`src/rtl/packet_scheduler.sv`:
```
// ---------------------------------------------------------------------------
// packet_scheduler
//
// Data-island packet scheduler for the HDMI TX path. Requests from the audio
// sample, ACR, AVI InfoFrame and Audio InfoFrame generators are collected as
// pending work. At every packet slot offered by the timing core, one packet
// (header + four subpackets) is registered for the packet assembler. Idle
// slots are filled with a null packet. One AVI/Audio InfoFrame pair is
// scheduled every INFOFRAME_PERIOD frames.
//
// Optional feature macro: PACKET_SCHED_STATS_EN
//   When defined, adds the miss_cnt and drop_cnt statistics ports.
//
// Parameters
//   INFOFRAME_PERIOD  frames between InfoFrame schedules (1..255)
//   AUDIO_DEPTH       max queued audio sample requests (2..15)
//   PACKET_CYCLES     cycles a packet occupies the assembler (>=2)
//
// Ports
//   clk_pixel     in   pixel clock, all logic on rising edge
//   reset_n       in   synchronous active-low reset
//   frame_start   in   1-cycle pulse, first pixel of frame
//   packet_slot   in   1-cycle pulse, assembler can accept next packet
//   audio_req     in   1-cycle pulse, one audio sample packet ready
//   acr_req       in   1-cycle pulse, ACR packet ready
//   src_header    in   4x24 headers, 0=audio 1=ACR 2=AVI 3=AudioIF
//   src_sub       in   4x224 subpackets {sub3,sub2,sub1,sub0}, same indexing
//   header_out    out  registered packet header
//   sub_out       out  registered subpackets
//   packet_valid  out  high for PACKET_CYCLES cycles per issued packet
//   grant         out  one-hot pulse naming the source captured (0 = null)
//   overrun       out  sticky, packet_slot seen while a packet is in flight
//   miss_cnt      out  (stats only) InfoFrame schedules that found work pending
//   drop_cnt      out  (stats only) audio requests dropped at saturation
// ---------------------------------------------------------------------------
module packet_scheduler #(
    parameter int INFOFRAME_PERIOD = 1,
    parameter int AUDIO_DEPTH      = 4,
    parameter int PACKET_CYCLES    = 32
) (
    input  logic               clk_pixel,
    input  logic               reset_n,
    input  logic               frame_start,
    input  logic               packet_slot,
    input  logic               audio_req,
    input  logic               acr_req,
    input  logic [3:0][23:0]   src_header,
    input  logic [3:0][223:0]  src_sub,
    output logic [23:0]        header_out,
    output logic [223:0]       sub_out,
    output logic               packet_valid,
    output logic [3:0]         grant,
    output logic               overrun
`ifdef PACKET_SCHED_STATS_EN
    ,
    output logic [15:0]        miss_cnt,
    output logic [15:0]        drop_cnt
`endif
);

    localparam int CNT_W = (PACKET_CYCLES > 2) ? $clog2(PACKET_CYCLES) : 1;
    localparam int AUD_W = 4;
    localparam int FRM_W = 8;

    localparam logic [CNT_W-1:0] BUSY_LAST  = CNT_W'(PACKET_CYCLES - 2);
    localparam logic [AUD_W-1:0] AUD_MAX    = AUD_W'(AUDIO_DEPTH);
    localparam logic [FRM_W-1:0] FRAME_LAST = FRM_W'(INFOFRAME_PERIOD - 1);

    typedef enum logic [1:0] {
        IDLE = 2'd0,
        LOAD = 2'd1,
        BUSY = 2'd2
    } state_t;

    state_t            state;
    state_t            state_next;
    logic [CNT_W-1:0]  busy_cnt;

    logic [AUD_W-1:0]  audio_cnt;
    logic              acr_pend;
    logic              avi_pend;
    logic              aif_pend;
    logic [FRM_W-1:0]  frame_cnt;

    logic              accept;
    logic              slot_overrun;
    logic [3:0]        sel;
    logic [3:0]        take;
    logic [23:0]       cap_header;
    logic [223:0]      cap_sub;

    logic [AUD_W-1:0]  aud_after_take;
    logic              aud_add;
    logic              aud_drop;
    logic              sched;

    // State register plus the BUSY dwell counter. The counter restarts at
    // zero on entry to BUSY, so BUSY lasts PACKET_CYCLES-1 cycles and,
    // together with the single LOAD cycle, packet_valid is high for exactly
    // PACKET_CYCLES cycles.
    always_ff @(posedge clk_pixel) begin
        if (!reset_n) begin
            state    <= IDLE;
            busy_cnt <= '0;
        end else begin
            state <= state_next;
            if (state == BUSY) begin
                busy_cnt <= busy_cnt + CNT_W'(1);
            end else begin
                busy_cnt <= '0;
            end
        end
    end

    // Next-state logic. A slot is only accepted in IDLE; any slot that
    // arrives while a packet is in flight is flagged as an overrun.
    always_comb begin
        state_next   = state;
        accept       = 1'b0;
        slot_overrun = 1'b0;
        case (state)
            IDLE: begin
                if (packet_slot) begin
                    state_next = LOAD;
                    accept     = 1'b1;
                end
            end
            LOAD: begin
                state_next = BUSY;
            end
            BUSY: begin
                if (busy_cnt == BUSY_LAST) begin
                    state_next = IDLE;
                end
            end
            default: begin
                state_next = IDLE;
            end
        endcase
        if (packet_slot && (state != IDLE)) begin
            slot_overrun = 1'b1;
        end
    end

    // Fixed priority audio > ACR > AVI > AudioIF; an empty selection means
    // the slot is filled with the all-zero null packet.
    always_comb begin
        sel        = 4'b0000;
        cap_header = '0;
        cap_sub    = '0;
        if (audio_cnt != '0) begin
            sel        = 4'b0001;
            cap_header = src_header[0];
            cap_sub    = src_sub[0];
        end else if (acr_pend) begin
            sel        = 4'b0010;
            cap_header = src_header[1];
            cap_sub    = src_sub[1];
        end else if (avi_pend) begin
            sel        = 4'b0100;
            cap_header = src_header[2];
            cap_sub    = src_sub[2];
        end else if (aif_pend) begin
            sel        = 4'b1000;
            cap_header = src_header[3];
            cap_sub    = src_sub[3];
        end
        take = accept ? sel : 4'b0000;
    end

    // Audio occupancy is judged after removing the sample granted on this
    // edge, so a request coinciding with a grant at full depth is kept.
    // InfoFrames are scheduled by the frame_start that finds the frame
    // counter at zero, which includes the first frame after reset.
    always_comb begin
        aud_after_take = audio_cnt - AUD_W'(take[0]);
        aud_add        = audio_req && (aud_after_take < AUD_MAX);
        aud_drop       = audio_req && !aud_add;
        sched          = frame_start && (frame_cnt == '0);
    end

    // Pending work. A set in the same cycle as a grant wins over the clear,
    // so a coincident request is never lost.
    always_ff @(posedge clk_pixel) begin
        if (!reset_n) begin
            audio_cnt <= '0;
            acr_pend  <= 1'b0;
            avi_pend  <= 1'b0;
            aif_pend  <= 1'b0;
            frame_cnt <= '0;
        end else begin
            audio_cnt <= aud_after_take + AUD_W'(aud_add);
            acr_pend  <= acr_req | (acr_pend & ~take[1]);
            avi_pend  <= sched   | (avi_pend & ~take[2]);
            aif_pend  <= sched   | (aif_pend & ~take[3]);
            if (frame_start) begin
                frame_cnt <= (frame_cnt == FRAME_LAST) ? '0 : frame_cnt + FRM_W'(1);
            end
        end
    end

    // Packet capture and the one-cycle grant pulse. Header and subpackets
    // hold their value until the next accepted slot.
    always_ff @(posedge clk_pixel) begin
        if (!reset_n) begin
            header_out <= '0;
            sub_out    <= '0;
            grant      <= 4'b0000;
            overrun    <= 1'b0;
        end else begin
            grant <= take;
            if (accept) begin
                header_out <= cap_header;
                sub_out    <= cap_sub;
            end
            if (slot_overrun) begin
                overrun <= 1'b1;
            end
        end
    end

    assign packet_valid = (state == LOAD) || (state == BUSY);

`ifdef PACKET_SCHED_STATS_EN
    logic miss_event;

    // A miss is an InfoFrame schedule that arrives while a previous one is
    // still waiting and is not being granted on this very edge.
    assign miss_event = sched && ((avi_pend && !take[2]) || (aif_pend && !take[3]));

    // Saturating statistics counters.
    always_ff @(posedge clk_pixel) begin
        if (!reset_n) begin
            miss_cnt <= '0;
            drop_cnt <= '0;
        end else begin
            if (miss_event && (miss_cnt != 16'hFFFF)) begin
                miss_cnt <= miss_cnt + 16'd1;
            end
            if (aud_drop && (drop_cnt != 16'hFFFF)) begin
                drop_cnt <= drop_cnt + 16'd1;
            end
        end
    end
`else
    logic unused_drop;
    assign unused_drop = aud_drop;
`endif

endmodule

```
`config.mk`:
```
export PLATFORM = sky130hd
export DESIGN_NAME = packet_scheduler
export DESIGN_NICKNAME = d
export VERILOG_FILES = /design/src/rtl/packet_scheduler.sv
export SDC_FILE = /design/constraint.sdc
export NUM_CORES = 1
export LEC_CHECK = 0
export BUFFER_PORTS_ARGS = -buffer_cell sky130_fd_sc_hd__buf_4
export CELL_PAD_IN_SITES_DETAIL_PLACEMENT = 0
export CELL_PAD_IN_SITES_GLOBAL_PLACEMENT = 1
export CORE_AREA = 2 2 493 495
export DETAILED_ROUTE_END_ITERATION = 8
export DIE_AREA = 0 0 495 497
export HOLD_SLACK_MARGIN = 0.05
export PLACE_DENSITY = 0.35
export SLEW_MARGIN = 10
export SYNTH_ARGS = -nofsm -noshare
export SYNTH_HDL_FRONTEND = slang
export SYNTH_SLANG_ARGS = --single-unit
export TNS_END_PERCENT = 50
```
`constraint.sdc`:
```
create_clock -name clk_pixel -period 3.35 [get_ports clk_pixel]
set_clock_uncertainty 0.05 [all_clocks]
set_input_delay 0.67 -clock clk_pixel [delete_from_list [all_inputs] [get_ports clk_pixel]]
set_output_delay 0.67 -clock clk_pixel [all_outputs]
set_load 0.02 [all_outputs]
```
==> results.cfg, run 1 <==
[clock_tree]
clock_path_buffers = 3
clkTransAtPathRegs_ns = 0.06
numCtsBuffers = 43
insertion_delay_ns = 0.63
cts_tree = built
post_cts_resized = 0
cts.sinks = 275
cts_root_buffer = clkbuf_16
htree_num_levels = 2
postCtsSetupBuffers = 0
cts-hold-fix-buffers = 0

[floorplanning]
initial_core_util = 0.0692
ios = 1252
die_area_sq_um = 246000
die_h_um = 497
core_sq_um = 240000
row_count = 180
fp.dieW_um = 495

[sta]
whs_ns = 0.230
slew_violations = 0
worst_slack_ns = 0.724
maxSlewHeadroom = 0.273
hold_viol = 0
fmax_mhz = 381
timing.final.crit_share = 0.784
tightest_slew_ns = 1.09
tns_ns = 0
rsz0062_at_grt = no
fin_crit_ns = 2.63
setup_viol = 0

[grt]
grt_max_degree = 99
grt_pass1_vias = 22526
grt_first_pass_wirelength_um = 228000
grtUsageTotal = 0.138
grt_overflow = 0
antenna_found_initial = 104

[finish]
area_growth_pct = 86.5
seq_area_sq_um = 5510
final_layout_size_suffix_gt1_frac = 0.433
fill_cells = 27885
multiInputGateArea_sq_um = 8780
final_core_util = 0.129
nets = 4227

[worst_setup_path]
reg2reg_depth = 5
crit_path_start_kind = register
cp.required_ns = 3.79
cp.arrival_ns = 3.07
crit_type = register to register
end_kind = register
crit_fanout = 33

[logic_synthesis]
synthMostInstantiatedCell = dfxtp_1
synth-simple-area-share = 0.0722
yosysWarningCount = 0
synth_flop_cell = dfxtp_1
synth-seq-area-share = 0.331
yosysTopAreaCell = dfxtp_1
synth-edff-count = 0
synth_compound_area_frac = 0.436
synthMuxAreaShare = 0.00181
async_flop_share = 0
synthXorXnorAreaFrac = 0.00738
syn_area_sq_um = 16600
synth_common_cells = dfxtp_1 (275), nor2_1 (251), a221o_1 (248), inv_1 (243), a21oi_1 (238)
synth_top_family_by_area = compound AO/OA/AOI/OAI gates
ys_ff_latch = 275
syn_inst = 2090
synthAdderAreaFrac = 0.00904
synth_top_area_share = 0.331
synth.avg_cell_area_sq_um = 7.95
synth_nets = 3100
synth.distinct_cells = 37
synth_area_leaders = dfxtp_1 (33%), a221o_1 (15%), a221oi_1 (12%)

[placement]
dp.final_hpwl_um = 150000
place.gp.congestion = 0.848
port_buffers = 1251
place_ws_ns = 0.747

[flow_run]
max-cap-violations = 0

[route]
drtAntennaViolNets = 0
first_pass_iters = 7
vias_per_cell = 3.44
vias = 22224
post_drt_wl_per_cell_um = 27.7
wl_um = 179000
drt_iter0_drc = 1323
drc = 0

[power_and_ir_drop]
powerDensity_nw_per_um2 = 718
p_leak_nw = 13.6
peakVddDrop_mv = 0.387

[worst_hold_path]
holdCritPathClass = primary input to register
whs_path_depth = 3

[status]
status = finished clean
## path summary, 6_finish.rpt
kind	from	end	slack (ns)
setup reg to reg	audio_cnt[1]$_SDFF_PN0_	sub_out[149]$_SDFFE_PN0N_	0.72
setup / recovery	audio_cnt[1]$_SDFF_PN0_	sub_out[149]$_SDFFE_PN0N_	0.72
hold / removal	acr_req	acr_pend$_SDFF_PN0_	0.23
hold reg to reg	busy_cnt[0]$_SDFF_PN0_	busy_cnt[0]$_SDFF_PN0_	0.41
## kinds of logic after synthesis
kind of cell,count (synthesis)
buffers and inverters,494
multiplexers,3
flip-flops,275
AND/OR/NAND/NOR,293
XOR/XNOR,14
adder cells (fa/ha/maj),12
AO/OA/AOI/OAI,999
## metal layers
layer,track usage,wire length (um),part of all wire,up-vias
met5,0,450,0.0025,-
met4,0.0265,3390,0.019,70
met3,0.0629,19900,0.11,212
met2,0.221,79800,0.45,1097
met1,0.170,75100,0.42,10643
li1,-,-,-,10202
## state kept, by name, indices dropped and copies added, names as in the netlist
signal	count
state	2
frame_cnt	8
audio_cnt	4
sub_out	224
busy_cnt	5
overrun	1
avi_pend	1
aif_pend	1
grant	4
acr_pend	1
header_out	24
## layout by cell type (no fill, tap or decap), drive strengths merged, types with 4 or more instances in the layout
cell	count
o21ai	236
xor2	5
nor2	251
xnor2	9
dfxtp	275
ha	12
a21oi	238
and2	5
nor2b	7
a221o	248
clkbuf	66
nand4	4
buf	1333
diode	25
a32oi	13
o211ai	13
clkinv	7
nand2	10
and3	4
inv	244
a221oi	234
a21boi	15
## critical path: stages (launching register included)
cell and delay (ns):
dfxtp_1 0.36, or4_4 0.78, buf_12 0.27, buf_4 0.25
a221oi_1 0.59, nor2_1 0.12
## metrics by stage
stage | cells | power (W) | cell area (sq um)
5_1_grt | 6436 | 0.0239 | 30900
4_1_cts | 6433 | 0.0229 | 30900
6_report | 6458 | 0.0222 | 31000
2_1_floorplan | 2090 | 0.0121 | 16600
3_3_place_gp | 6357 | 0.0179 | 29500
3_5_place_dp | 6357 | 0.0178 | 29500
## cell type report
cell class,count,area share
Inverter,243,0.0295
Clock inverter,10,0.00347
Multi-Input combinational cell,1321,0.283
Clock buffer,66,0.0414
Antenna cell,25,0.00202
Timing Repair Buffer,1333,0.333
Tap cell,3185,0.129
Sequential cell,275,0.178
## power breakdown
group / total [W] / switching, W / leakage [nW] / internal (W)
sequential: 0.00477 / 0.000595 / 2.27 / 0.00418
combinational: 0.0127 / 0.00810 / 10.7 / 0.00458
clock: 0.00478 / 0.00202 / 0.690 / 0.00277
total: 0.0222 / 0.0107 / 13.6 / 0.0115
Power figures use the tool's default switching activity.
==> run 2: changes to the inputs <==
--- a/config.mk
+++ b/config.mk
@@ -8,11 +8,11 @@
 export BUFFER_PORTS_ARGS = -buffer_cell sky130_fd_sc_hd__buf_4
 export CELL_PAD_IN_SITES_DETAIL_PLACEMENT = 0
 export CELL_PAD_IN_SITES_GLOBAL_PLACEMENT = 1
-export CORE_AREA = 2 2 493 495
+export CORE_AREA = 2 2 483 485
 export DETAILED_ROUTE_END_ITERATION = 8
-export DIE_AREA = 0 0 495 497
+export DIE_AREA = 0 0 485 487
 export HOLD_SLACK_MARGIN = 0.05
-export PLACE_DENSITY = 0.35
+export PLACE_DENSITY = 0.37
 export SLEW_MARGIN = 10
 export SYNTH_ARGS = -nofsm -noshare
 export SYNTH_HDL_FRONTEND = slang
==> constraint.sdc (replaced) <==
create_clock -name clk_pixel -period 2.19 [get_ports clk_pixel]
set_clock_uncertainty 0.05 [all_clocks]
set_input_delay 0.438 -clock clk_pixel [delete_from_list [all_inputs] [get_ports clk_pixel]]
set_output_delay 0.438 -clock clk_pixel [all_outputs]
set_load 0.02 [all_outputs]
==> results.cfg, run 2 (synthesis results as in run 1) <==
[status]
status = finished with violations
failed_checks = negative setup slack

[placement]
port_buffers = 1251
place.gp.congestion = 0.852
post_dp_cell_area_sq_um = 30500
place_ws_ns = -0.298
dp.final_hpwl_um = 152000

[clock_tree]
clkTransAtPathRegs_ns = 0.07
cts_tree = built
cts_root_buffer = clkbuf_16
cts.sinks = 275
htree_num_levels = 2
clock_path_buffers = 3
numCtsBuffers = 46
insertion_delay_ns = 0.67

[finish]
nets = 4640
top_regs = sub_out (224), header_out (24), frame_cnt (8)
largest_register_ffs = 224
most-common-layout-cells = buf_4 (1388), dlygate4sd3_1 (288), dfxtp_1 (267)
stdcell_area_sq_um = 36300
final_core_util = 0.157
final_layout_size_suffix_gt1_frac = 0.465
fill_cells = 26511
final_common_cell = buf_4
area_growth_pct = 119
regMostFlops = sub_out

[worst_setup_path]
crit_fanout = 30
crit_type = register to register
cp.arrival_ns = 2.79
crit_chain = buf_4 -> or4_4 -> buf_12 -> a221o_1 -> o211ai_1 -> buf_4 -> a21boi_1
crit_path_start_kind = register
slowest_delay_ns = 0.55
cp_slowest_cell = or4_4
end_kind = register
cpMostUsedCell = buf_4
path_buf_inv = 3
cp.required_ns = 2.71
cp_top_family = compound AO/OA/AOI/OAI gates

[sta]
hold_viol = 0
tns_ns = -0.606
worst_slack_ns = -0.0773
maxSlewHeadroom = 0.442
rsz0062_at_grt = yes
setup_viol = 34
timing.final.crit_share = 1.04
fin_crit_ns = 2.27
fmax_mhz = 441
tightest_slew_ns = 0.837
slew_violations = 0

[grt]
grt_max_degree = 76
grt_first_pass_wirelength_um = 233000
grt_pass1_vias = 25051
grtUsageTotal = 0.145
grt_overflow = 0
antenna_found_initial = 120

[route]
vias = 24312
vias_per_cell = 3.61
post_drt_wl_per_cell_um = 27.0
drt_iter0_drc = 1280
drtAntennaViolNets = 0
first_pass_iters = 5
wl_um = 182000
drc = 0

[floorplanning]
ios = 1252
row_count = 177
die_area_sq_um = 236000
fp.dieW_um = 485
die_h_um = 487
initial_core_util = 0.0718
core_sq_um = 231000

[worst_hold_path]
holdCritPathClass = primary input to register

[power_and_ir_drop]
powerDensity_nw_per_um2 = 1090
peakVddDrop_mv = 1.00
fin_total_pwr_w = 0.0395
p_leak_nw = 16.0

[flow_run]
max-cap-violations = 0
## run 2: cell count changes in the layout (fill, tap and decap cells not counted), moves of 6 or more
cell / delta
a21oi_1: -33
buf_4: +81
a221oi_1: -114
buf_12: +25
a221oi_4: +6
a221oi_2: +108
dfxtp_1: -6
buf_6: +6
a21oi_2: +30
clkbuf_16: +8
dlygate4sd3_1: +288
## run 2: per-stage QoR
stage / instances / hold WS [ns]
after global routing: 6718 / 0.0876
final: 6738 / 0.119
after CTS: 6699 / 0.0507
after detailed placement: 6321 / 0.412
after global placement: 6321 / 0.398
after floorplan: 2090 / 0.380
## run 2: timing repair
action	CTS	global route
resized for setup	77	112
gates cloned	2	7
pin swaps	5	28
buffers inserted	4	3
hold endpoints to repair	240	0
hold buffers	288	0
setup endpoints to repair	69	155
## run 2: path summary, 6_finish.rpt
path / start / endpoint / slack, ns / cells after the start
setup / recovery: audio_cnt[0]$_SDFF_PN0_ / header_out[8]$_SDFFE_PN0N_ / -0.08 / 7
hold / removal: src_sub[801] / sub_out[129]$_SDFFE_PN0N_ / 0.12 / 4
setup reg to reg: audio_cnt[0]$_SDFF_PN0_ / header_out[8]$_SDFFE_PN0N_ / -0.08 / 7
hold reg to reg: busy_cnt[0]$_SDFF_PN0_ / busy_cnt[0]$_SDFF_PN0_ / 0.42 / 1
## run 2: tightest hold or removal path, delay by kind of cell
kind,cells,cell delay [ns]
and+or+nand+nor,1,0.09
AOI/OAI and AO/OA,2,0.19
buffers and inverters,1,0.09
## run 2: metal layers
layer,GRT usage,part of all wire
met2,0.239,0.46
met1,0.169,0.40
met3,0.0717,0.11
met5,0,0.0031
met4,0.0322,0.022
## run 2: report_power, final
group	leakage, nW	internal [W]	switching [W]
registers	2.28	0.00640	0.000921
logic	13.0	0.00999	0.0144
clock network	0.749	0.00448	0.00329
total	16.0	0.0209	0.0186
## run 2: cell type report
type | instances | area (sq um) | share of cell area
Timing Repair Buffer | 1743 | 14700 | 0.403
Antenna cell | 29 | 72.6 | 0.00200
Inverter | 243 | 912 | 0.0251
Multi-Input combinational cell | 1321 | 9850 | 0.271
Sequential cell | 275 | 5530 | 0.152
Tap cell | 3043 | 3810 | 0.105
Clock buffer | 71 | 1400 | 0.0384
Clock inverter | 13 | 113 | 0.00310
